$ cat src/rtl/operand_fetch.sv
// Operand fetch: scoreboard hazard check, operand resolution and output register.
// Optional OPERAND_FETCH_BYPASS_EN forwards same-cycle writeback data.
module operand_fetch (
  input  logic        clk,
  input  logic        reset,
  input  logic        in_valid,
  output logic        in_ready,
  input  logic [31:0] in_instr,
  input  logic [31:0] in_pc,
  output logic [4:0]  rf_read_address_0,
  input  logic [31:0] rf_read_data_0,
  output logic [4:0]  rf_read_address_1,
  input  logic [31:0] rf_read_data_1,
  input  logic        wb_valid,
  input  logic [4:0]  wb_address,
  input  logic [31:0] wb_data,
  output logic        out_valid,
  input  logic        out_ready,
  output logic [31:0] out_pc,
  output logic [31:0] out_instr,
  output logic [31:0] out_rs1_data,
  output logic [31:0] out_rs2_data,
  output logic [4:0]  out_rd
);

  localparam logic [6:0] OP_LUI    = 7'b0110111;
  localparam logic [6:0] OP_AUIPC  = 7'b0010111;
  localparam logic [6:0] OP_JAL    = 7'b1101111;
  localparam logic [6:0] OP_OP     = 7'b0110011;
  localparam logic [6:0] OP_STORE  = 7'b0100011;
  localparam logic [6:0] OP_BRANCH = 7'b1100011;

  logic [31:1] pending;
  logic [31:0] pend_vec;
  logic [31:0] pend_next;
  logic [6:0]  opcode;
  logic [4:0]  rs1, rs2, rd;
  logic        rs1_used, rs2_used, rd_wr;
  logic        pend1, pend2;
  logic        fwd1, fwd2;
  logic        hazard;
  logic        accept;
  logic [31:0] op1, op2;

  assign opcode = in_instr[6:0];
  assign rs1    = in_instr[19:15];
  assign rs2    = in_instr[24:20];
  assign rd     = in_instr[11:7];

  assign rf_read_address_0 = rs1;
  assign rf_read_address_1 = rs2;

  assign rs1_used = !(opcode == OP_LUI || opcode == OP_AUIPC ||
                      opcode == OP_JAL);
  assign rs2_used = opcode == OP_OP || opcode == OP_STORE ||
                    opcode == OP_BRANCH;
  assign rd_wr    = !(opcode == OP_STORE || opcode == OP_BRANCH) &&
                    rd != 5'd0;

  // Bit 0 is hardwired clear so x0 is never pending.
  assign pend_vec = {pending, 1'b0};
  assign pend1    = pend_vec[rs1];
  assign pend2    = pend_vec[rs2];

`ifdef OPERAND_FETCH_BYPASS_EN
  assign fwd1 = pend1 && wb_valid && wb_address == rs1;
  assign fwd2 = pend2 && wb_valid && wb_address == rs2;
`else
  logic unused_wb_data;
  assign unused_wb_data = ^wb_data;
  assign fwd1 = 1'b0;
  assign fwd2 = 1'b0;
`endif

  assign hazard = in_valid &&
                  ((rs1_used && pend1 && !fwd1) ||
                   (rs2_used && pend2 && !fwd2));

  assign in_ready = !reset && !hazard && (!out_valid || out_ready);
  assign accept   = in_valid && in_ready;

  always_comb begin
    op1 = 32'd0;
    op2 = 32'd0;
`ifdef OPERAND_FETCH_BYPASS_EN
    if (rs1_used) op1 = fwd1 ? wb_data : rf_read_data_0;
    if (rs2_used) op2 = fwd2 ? wb_data : rf_read_data_1;
`else
    if (rs1_used) op1 = rf_read_data_0;
    if (rs2_used) op2 = rf_read_data_1;
`endif
  end

  // Clear first, then set, so a same-cycle set of the same register wins.
  always_comb begin
    pend_next = pend_vec;
    if (wb_valid) pend_next[wb_address] = 1'b0;
    if (accept && rd_wr) pend_next[rd] = 1'b1;
    pend_next[0] = 1'b0;
  end

  always_ff @(posedge clk) begin
    if (reset) begin
      pending      <= '0;
      out_valid    <= 1'b0;
      out_pc       <= '0;
      out_instr    <= '0;
      out_rs1_data <= '0;
      out_rs2_data <= '0;
      out_rd       <= '0;
    end else begin
      pending <= pend_next[31:1];
      if (accept) begin
        out_valid    <= 1'b1;
        out_pc       <= in_pc;
        out_instr    <= in_instr;
        out_rs1_data <= op1;
        out_rs2_data <= op2;
        out_rd       <= rd_wr ? rd : 5'd0;
      end else if (out_ready) begin
        out_valid <= 1'b0;
      end
    end
  end

endmodule

$ cat config.mk
export PLATFORM = sky130hd
export DESIGN_NAME = operand_fetch
export DESIGN_NICKNAME = d
export VERILOG_FILES = /design/src/rtl/operand_fetch.sv
export SDC_FILE = /design/constraint.sdc
export NUM_CORES = 1
export LEC_CHECK = 0
export ABC_AREA = 0
export CAP_MARGIN = 30
export CORE_MARGIN = 3
export CORE_UTILIZATION = 47
export DETAILED_ROUTE_END_ITERATION = 7
export PLACE_DENSITY_LB_ADDON = 0.12
export SYNTH_ARGS = -nofsm -noshare
export SYNTH_HDL_FRONTEND = slang
export SYNTH_SLANG_ARGS = --single-unit
$ cat constraint.sdc
create_clock -name clk -period 4.7 [get_ports clk]
set_input_delay 0.94 -clock clk [delete_from_list [all_inputs] [get_ports clk]]
set_output_delay 0.94 -clock clk [all_outputs]
set_load 0.02 [all_outputs]
; ---- After elaboration in Yosys (flattened, before gate mapping)
; Cells that the tools add are included.
[totals]
in_bits = 170
ff_bits = 165
output_inout_bits = 145
elab_cells = 61
[op_classes]
n_lt_le_gt_ge = 6
n_reduce_logical = 24
bitwise = 3
n_eq_ne = 6
muxes = 15
[op_table]
columns = cell, count
row1 = $mux W32, 4
row2 = $and A32 B32 Y32, 1
row3 = $not A32 Y32, 1
row4 = $or A32 B32 Y32, 1
row5 = $lt A5 B6 Y1 const B, 4
row6 = $eq A7 B6 Y1 const B, 3
row7 = $eq A7 B7 Y1 const B, 2
row8 = $bmux W1 S5, 2
row9 = $demux W1 S5, 2
row10 = $ge A5 B1 Y1 const B, 2
row11 = $logic_and A1 B1 Y1, 10
row12 = $eq A7 B5 Y1 const B, 1
row13 = $logic_or A1 B1 Y1, 7
row14 = $mux W1, 6
row15 = $logic_not A1 Y1, 5
row16 = $mux W5, 1
row17 = $reduce_bool A5 Y1, 1
row18 = $reduce_bool A2 Y1, 1

; ---- Logic depth before layout (Yosys ltp)
; Gate-level depths: netlist of run 1.
[depth]
depth_word = 13
ltp_mapped = 10
ltp_nobuf = 6

; ---- Worst setup path before layout of run 1
; No wires, ideal clock.
[synth_path]
path_type = input to output
start = input port in_instr[23]
end = output port in_ready
stages = 7
t_required_ps = 3760
arrival_ps = 2503
setup_slack_ps = 1257
path_buffers = 1
cell_sequence = clkbuf_1 -> mux4_2 -> mux2i_1 -> o22ai_1 -> a2bb2oi_2 -> nand3_1 -> a21boi_0
[synth_between]
elab_chain_len = 8
[synth_lines]
columns = element, line
row1 = from (decl), 8  ; input logic [31:0] in_instr,
row2 = $bmux W1 S5, 63  ; assign pend2 = pend_vec[rs2];
row3 = $mux W1 (not written as such), 63
row4 = $logic_and A1 B1 Y1, 77  ; (rs2_used && pend2 && !fwd2));
row5 = $logic_or A1 B1 Y1, 76  ; ((rs1_used && pend1 && !fwd1) ||
row6 = $logic_and A1 B1 Y1, 75  ; assign hazard = in_valid &&
row7 = $logic_not A1 Y1, 79  ; assign in_ready = !reset && !hazard && (!out_valid || out_ready);
row8 = $logic_and A1 B1 Y1 (2 in a row), 79
row9 = to (decl), 7  ; output logic in_ready,
; No other way between the ends. The select of a mux whose other input is x is not followed.

; ---- Worst setup path in the final report of run 1
[layout_path]
start = input port in_instr[16]
end = output port in_ready
[layout_between]
elab_chain_len = 8
[layout_lines]
columns = element, line
row1 = $bmux W1 S5, 62  ; assign pend1 = pend_vec[rs1];
row2 = $mux W1 (not written as such), 62
row3 = $logic_and A1 B1 Y1, 76
row4 = $logic_or A1 B1 Y1, 76
row5 = $logic_and A1 B1 Y1, 75
row6 = $logic_not A1 Y1, 79
row7 = $logic_and A1 B1 Y1 (2 in a row), 79
; No other way between the ends. The select of a mux whose other input is x is not followed.

==> impl_metrics.tcl, run 1 <==
set metrics [dict create \
    diodes 0 \
    synth_simple_gate_area_share_pct 24.1 \
    synth_cell_types 45 \
    syn-instance-count 798 \
    status "finished clean" \
    via_per_inst 5.15 \
    post_cts_buffers 0 \
    hpwl_um 15900 \
    path_class "in -> out" \
    min_from "out_instr[11]" \
    cts_buffers 17 \
    synth_compound_gate_area_share_pct 5.22 \
    max-slew-margin-rel_pct 42.3 \
    core_mm2 0.0160 \
    routed_wl_um 22000 \
    grt_pass1_vias 6722 \
    final.min_clock_period_ps 4120 \
    layout_common_cells "clkdlybuf4s50_1 (280), dfxtp_1 (165), nand2_1 (91)" \
    dr.pass1.iters 5 \
    power_density_mw_per_mm2 321 \
    synth-seq-area-share_pct 42.5 \
    rsz0062_at_grt "no" \
    synth.area.mux_share_pct 22.5 \
    worstPathArrival_ps 3180 \
    ir_drop_v 0.000249 \
    num_rows 46 \
    setup_viol 0 \
    asyncSetResetFlopFracSynth_pct 0 \
    gp_congestion 0.864 \
    synth_xor_area_share_pct 0 \
    p_leak_nw 4.62 \
    synth_seq_cells 165 \
    hold_path.class "reg -> reg" \
    initial_core_util_pct 48.5 \
    dpl_cell_area_mm2 0.0107 \
    synth_ff_type "dfxtp_1" \
    avgSynthCellArea_um2 9.73 \
    fp.dieH_um 135 \
    whs_ps 473 \
    synthToLayoutAreaGrowth_pct 45.6 \
    fin_tns_setup_ps 0 \
    dieArea_mm2 0.0181 \
    fmax_mhz 243 \
    io_buffers 282 \
    synth_enable_flop_cells 0 \
    insertion_delay_ps 420 \
    tightest_slew_ps 865 \
    final_common_cell "clkdlybuf4s50_1" \
    cts-root-buf "clkbuf_16" \
    antenna_found_initial 0 \
    critPathMaxFanout 5 \
    startpoint_type "primary input" \
    regArea_mm2 0.00330 \
    grt_max_degree 96 \
    drtIter0Drc 386 \
    nFillCells 1297 \
    critPathMaxStageDelay_ps 590 \
    min_delay_path_depth 2 \
    hold_path_end "out_instr[11]" \
    clock_path_buffers 2 \
    hold_viol 0 \
    cp.required_ps 3760 \
    clock-sinks 165 \
    nets 1227 \
    rr_endpoint "pending[8]" \
    final_area_mm2 0.0113 \
    multi_input_area_mm2 0.00405 \
    yosysWarnings 0 \
    syn-cell-area_mm2 0.00777 \
    r2r_slack_ps 2120 \
    ioPinCount 315 \
    end_kind "primary output" \
    synth_top_family_by_area "simple AND/OR/NAND/NOR gates" \
    vias 6619 \
    die_w_um 135 \
    crit_chain "clkdlybuf4s50_1, mux4_2, o22ai_1, a32o_1, a2bb2oi_2, nand3_1, a21boi_0, dlymetal6s2s_1" \
    cts_tree "done" \
    cap_violations 0 \
    ant_nets 0 \
    wl_per_cell_um 17.1 \
    drc 0 \
    grt_pass1_wl_um 35000 \
    htreeDepth 4 \
    slew_viol_final 0 \
    synth_fp_nets 968 \
    groute.usage.overall_pct 24.2 \
    drive_above_1_share_pct 9.46 \
    grt_overflow 0 \
    rr_startpoint "pending[8]" \
    critPathSlowestCell "clkdlybuf4s50_1" \
    synthAdderAreaFrac_pct 0 \
    min_period_over_period_pct 87.6 \
    skew_ps 11.4 \
    reg2reg_depth 8 \
    clk_pin_slew_worst_paths_ps 60 \
]
==> critical path, delay by kind of cell <==
family	cells	cell delay (ps)
multiplexers	1	530
buffers and inverters	2	840
AND/OR/NAND/NOR	1	110
AO/OA/AOI/OAI	4	750
==> synthesized netlist by cell type, drive strengths merged, types with 2 or more instances <==
| library cell | n | area [µm²] |
|---|---|---|
| o21ai | 51 | 255 |
| nor2 | 11 | 41.3 |
| buf | 30 | 294 |
| dfxtp | 165 | 3300 |
| o22ai | 5 | 31.3 |
| a221oi | 3 | 32.5 |
| nor3b | 5 | 37.5 |
| inv | 3 | 11.3 |
| clkbuf | 34 | 128 |
| nand4 | 10 | 68.8 |
| nand2 | 91 | 342 |
| nor3 | 6 | 30.0 |
| nand3 | 27 | 135 |
| a31oi | 2 | 12.5 |
| nand2b | 80 | 500 |
| a21oi | 2 | 10.0 |
| mux2 | 68 | 769 |
| nand3b | 19 | 143 |
| nor2b | 81 | 507 |
| and2 | 3 | 18.8 |
| mux4 | 8 | 180 |
| mux2i | 80 | 801 |
==> logic make-up (layout without fill, tap and decap cells) <==
kind of cell | count (synthesis) | count (layout)
AND/OR/NAND/NOR | 340 | 340
AO/OA/AOI/OAI | 70 | 70
flip-flops | 165 | 165
multiplexers | 156 | 156
buffers and inverters | 67 | 337
==> registers in the layout, indices dropped and copies added (netlist names) <==
register      count
out_instr        32
out_pc           32
out_rd            5
out_rs1_data     32
out_rs2_data     32
out_valid         1
pending          31
==> worst max path at each step <==
| stage | from | end | slack, ps | cells past startpoint |
|---|---|---|---|---|
| after CTS | in_instr[16] | in_ready | 170 | 8 |
| after detailed placement | in_instr[16] | in_ready | 190 | 8 |
| after floorplan | in_instr[23] | in_ready | 1260 | 7 |
| after global placement | in_instr[16] | in_ready | 200 | 8 |
| after global routing | in_instr[16] | in_ready | 380 | 10 |
| final | in_instr[16] | in_ready | 580 | 8 |
==> power by group <==
group | switching, W | internal [W] | leakage [nW] | total [W]
logic | 0.000301 | 0.000357 | 2.98 | 0.000658
clock network | 0.000567 | 0.000900 | 0.295 | 0.00147
registers | 0.0000340 | 0.00147 | 1.35 | 0.00151
total | 0.000902 | 0.00273 | 4.62 | 0.00363
==> cell type report <==
| type | count | share of cell area [%] |
|---|---|---|
| multi-input cells | 566 | 35.8 |
| clock inverters | 12 | 1.58 |
| flip-flops and latches | 165 | 29.2 |
| well taps | 216 | 2.39 |
| inverters | 3 | 0.0995 |
| clock buffers | 18 | 3.88 |
| repair buffers | 304 | 27.1 |
==> repair_timing <==
action | 4_1_cts | 5_1_grt
endpoints found under the setup margin | 0 | 1
hold buffers | 0 | 0
gates resized for setup | 0 | 1
==> through the flow <==
step                util (%)  setup slack [ps]  cells  power (W)
finish                  70.7               583   1284    0.00363
global route            70.7               379   1284    0.00378
CTS                     70.7               171   1284    0.00367
detailed placement      66.8               187   1254    0.00220
global placement        66.8               197   1254    0.00219
floorplan                  -              1260    798    0.00187
==> layer usage <==
layer / up-vias / track usage [%] / part of all wire [%]
met5: - / 0 / 0
met4: 0 / 9.50 / 3.2
met3: 36 / 9.02 / 8.8
met2: 248 / 40.9 / 50
met1: 3100 / 28.0 / 39
li1: 3235 / - / -
(Power assumes the default switching activity.)
==> inputs of run 2 (changes only) <==
Settings changed: ABC_CLOCK_PERIOD_IN_PS from default to 4700, CORE_MARGIN 3 to 10.
==> run 2 against run 1 <==
Effect of this change: largest power group unchanged; setup slack got worse by 38 ps; critical path depth unchanged; die area is 22% higher; sequential share of layout area is 0.46 points higher; worst hold slack about the same; clock power down 11%; flip-flop and latch count unchanged; wire length grew 7.6%; register-to-register slack got worse by 140 ps; non-clock buffer count shrank 10; critical path type unchanged; combinational power down 1%.
==> impl_metrics.tcl, run 2 (same netlist as run 1, synthesis figures left out) <==
set metrics [dict create \
    clock_path_buffers 2 \
    final_common_cell "clkdlybuf4s50_1" \
    multi_input_area_mm2 0.00405 \
    final.min_clock_period_ps 4150 \
    met1Wirelength_um 9130 \
    ant_nets 0 \
    slew_viol_final 0 \
    cts-root-buf "clkbuf_16" \
    status "finished clean" \
    hpwl_um 17300 \
    insertion_delay_ps 420 \
    gp_congestion 0.893 \
    post_cts_buffers 0 \
    grt_pass1_vias 6485 \
    end_kind "primary output" \
    dieArea_mm2 0.0221 \
    hold_viol 0 \
    top_layer "met4" \
    tightest_slew_ps 791 \
    ir_drop_v 0.000242 \
    io_buffers 282 \
    groute.usage.overall_pct 20.8 \
    postCtsHoldBufs 0 \
    setup_viol 0 \
    stdcell_count 1275 \
    skew_ps 9.73 \
    hold_path.class "reg -> reg" \
    vias 6537 \
    grt_max_degree 86 \
    antenna_found_initial 0 \
    path_class "in -> out" \
    clock-sinks 165 \
    fin_tns_setup_ps 0 \
    power_density_mw_per_mm2 311 \
    grt_overflow 0 \
    fmax_mhz 241 \
    dr_wl_met2_um 11700 \
    worstPathArrival_ps 3210 \
    critPathMaxFanout 8 \
    cts_tree "done" \
    ioPinCount 315 \
    routed_wl_um 23700 \
    p_leak_nw 4.54 \
    drc 0 \
    drive_above_1_share_pct 8.31 \
    layout_common_cells "clkdlybuf4s50_1 (280), dfxtp_1 (165), nand2_1 (91)" \
    rsz0062_at_grt "no" \
    die_w_um 149 \
    cts_resized 0 \
    cp.required_ps 3760 \
    max-slew-margin-rel_pct 47.3 \
    synthToLayoutAreaGrowth_pct 43.4 \
    cts_buffers 17 \
    wl_per_cell_um 18.5 \
    cap_violations 0 \
    nFillCells 1251 \
    startpoint_type "primary input" \
    dr_wl_met3_um 2480 \
    drtIter0Drc 507 \
    min_period_over_period_pct 88.4 \
    dp.cells 1244 \
    num_rows 46 \
    htreeDepth 4 \
    via_per_inst 5.13 \
    clk_pin_slew_worst_paths_ps 60 \
    grt_pass1_wl_um 36500 \
    dr.pass1.iters 5 \
    core_mm2 0.0161 \
    diodes 0 \
    nets 1217 \
    initial_core_util_pct 48.4 \
    regArea_mm2 0.00330 \
    power_w 0.00346 \
    fp.dieH_um 149 \
]
## run 2: cell types whose count changed in the layout (fill, tap and decap cells not counted), sizes merged
cell	before	now
buf	23	13
bufinv	4	1
clkbuf	18	23
clkinv	3	5
clkinvlp	3	1
inv	5	4
## run 2: per-layer routing
| layer | vias up | GRT usage [%] |
|---|---|---|
| met5 | - | 0 |
| met4 | 0 | 5.60 |
| met3 | 32 | 9.71 |
| met2 | 220 | 35.2 |
| met1 | 3071 | 23.1 |
| li1 | 3214 | - |
## run 2: cell type report
type	count	area share, %
sequential	165	29.7
multi-input combinational	566	36.3
clock buffer	23	4.20
timing repair buffer	294	26.6
inverter	3	0.101
clock inverter	8	0.674
tap	216	2.43
## run 2: path summary, 6_finish.rpt
| path | start | to | slack (ps) | depth (start not counted) |
|---|---|---|---|---|
| worst max register to register | pending[14] | out_pc[14] | 1980 | 7 |
| worst min register to register | out_instr[22] | out_instr[22] | 470 | 2 |
| worst min-delay path | out_instr[22] | out_instr[22] | 470 | 2 |
| worst max-delay path | in_instr[16] | in_ready | 550 | 8 |
## run 2: power breakdown
group	internal [W]	switching [W]
clock	0.000753	0.000553
sequential	0.00147	0.0000342
combinational	0.000348	0.000302
total	0.00258	0.000889
## run 2: worst max-delay path, stage by stage
cell and delay (ps):
clkdlybuf4s50_1 570, buf_4 240, mux4_2 510, a22oi_1 200
a21o_1 200, nand3_1 110, a21boi_0 180, dlymetal6s2s_1 260
## run 2: through the flow
stage / hold WS (ps) / instance area [µm²] / worst slack [ps] / utilization (%)
2_1_floorplan: 462 / 7770 / 1260 / -
3_3_place_gp: 460 / 10600 / 185 / 66.0
3_5_place_dp: 466 / 10600 / 182 / 66.0
4_1_cts: 477 / 11100 / 137 / 69.3
5_1_grt: 495 / 11100 / 376 / 69.4
6_report: 473 / 11100 / 545 / 69.4
==> inputs of run 3 (changes only) <==
Settings changed: CORE_MARGIN 10 to 2.
==> run 3 against run 2 <==
Effect of this change: combinational power decreased by 1%; clock power grew 6%; die area fell by 20%; clock skew fell by 3.2 ps; critical path type unchanged.
==> impl_metrics.tcl, run 3 (same netlist as run 1, synthesis figures left out) <==
set metrics [dict create \
    final_common_cell "clkdlybuf4s50_1" \
    grt_pass1_wl_um 34000 \
    initial_core_util_pct 48.5 \
    hold_viol 0 \
    hold_path.class "reg -> reg" \
    min_period_over_period_pct 88.8 \
    min_delay_path_depth 2 \
    fin_tns_setup_ps 0 \
    cts_buffers 17 \
    reg2reg_depth 7 \
    routed_wl_um 21400 \
    worstPathArrival_ps 3230 \
    cap_violations 0 \
    status "finished clean" \
    critical_path.endpoint "in_ready" \
    ioPinCount 315 \
    rr_startpoint "pending[19]" \
    max-slew-margin-rel_pct 42.2 \
    groute.usage.overall_pct 24.2 \
    clk_pin_slew_worst_paths_ps 60 \
    tightest_slew_ps 867 \
    io_buffers 282 \
    grt_max_degree 97 \
    clock-sinks 165 \
    r2r_slack_ps 2360 \
    setup_viol 0 \
    hpwl_um 15200 \
    drtIter0Drc 398 \
    nFillCells 1312 \
    clock_path_buffers 2 \
    drive_above_1_share_pct 8.60 \
    final.min_clock_period_ps 4170 \
    gp_congestion 0.864 \
    grt_overflow 0 \
    dieArea_mm2 0.0176 \
    rsz0062_at_grt "no" \
    wl_per_cell_um 16.7 \
    ant_nets 0 \
    p_leak_nw 4.56 \
    ir_drop_v 0.000287 \
    antenna_found_initial 1 \
    post_cts_buffers 0 \
    fmax_mhz 240 \
    startpoint "in_instr[16]" \
    htreeDepth 4 \
    core_mm2 0.0160 \
    cts-root-buf "clkbuf_16" \
    dr.pass1.iters 4 \
    cp.required_ps 3760 \
    vias 6547 \
    drc 0 \
    power_w 0.00354 \
    cts_tree "done" \
    num_rows 46 \
    via_per_inst 5.13 \
    power_density_mw_per_mm2 317 \
    end_kind "primary output" \
    startpoint_type "primary input" \
    skew_ps 6.55 \
    whs_ps 470 \
    nets 1218 \
    fp.dieH_um 133 \
    die_w_um 133 \
    critPathMaxFanout 9 \
    rr_endpoint "out_rs1_data[24]" \
    slew_viol_final 0 \
    grt_pass1_vias 6425 \
    postCtsHoldBufs 0 \
    path_class "in -> out" \
    synthToLayoutAreaGrowth_pct 43.8 \
    layout_common_cells "clkdlybuf4s50_1 (280), dfxtp_1 (165), nand2_1 (91)" \
    insertion_delay_ps 420 \
]
run 3: layout make-up:
class | instances | area, µm² | share of cell area, %
clock buffers | 18 | 439 | 3.93
flip-flops and latches | 165 | 3300 | 29.6
clock inverters | 11 | 136 | 1.22
repair buffers | 295 | 2960 | 26.5
diodes | 1 | 2.50 | 0.0224
inverters | 3 | 11.3 | 0.101
multi-input cells | 566 | 4050 | 36.2
well taps | 216 | 270 | 2.42
run 3: worst min-delay path by stage:
stage / from / to / slack, ps
2_1_floorplan: pending[1] / pending[1] / 460
3_3_place_gp: out_rs2_data[30] / out_rs2_data[30] / 460
3_5_place_dp: out_rs2_data[10] / out_rs2_data[10] / 470
4_1_cts: out_rs2_data[24] / out_rs2_data[24] / 480
5_1_grt: out_rs2_data[24] / out_rs2_data[24] / 490
6_report: out_rs2_data[24] / out_rs2_data[24] / 470
run 3: metrics by stage:
step | util (%) | setup slack (ps) | std cells | cell area (µm²)
detailed placement | 66.2 | 183 | 1245 | 10600
global route | 69.8 | 342 | 1275 | 11200
finish | 69.8 | 526 | 1275 | 11200
floorplan | - | 1260 | 798 | 7770
CTS | 69.8 | 118 | 1274 | 11200
global placement | 66.2 | 188 | 1245 | 10600
run 3: layer usage:
| layer | global-route usage [%] | part of all wire [%] | vias up |
|---|---|---|---|
| li1 | - | - | 3218 |
| met1 | 28.1 | 40 | 3064 |
| met2 | 40.8 | 49 | 230 |
| met3 | 8.77 | 8.8 | 35 |
| met4 | 9.50 | 2.8 | 0 |
| met5 | 0 | 0 | - |
run 3: power by group:
group | switching [W] | internal (W) | total (W)
Clock | 0.000555 | 0.000835 | 0.00139
Combinational | 0.000295 | 0.000348 | 0.000643
Sequential | 0.0000339 | 0.00147 | 0.00151
run 3: critical path, cell delays in order:
cell and delay, ps:
clkdlybuf4s50_1 570, buf_4 240, mux4_2 520, a22oi_1 220
a21o_1 200, nand3_1 110, a21boi_0 180, dlymetal6s2s_1 250
run 3: repair_timing:
action,CTS,global route
endpoints found under the setup margin,0,1
resized for setup,0,1
hold endpoints to repair,0,0
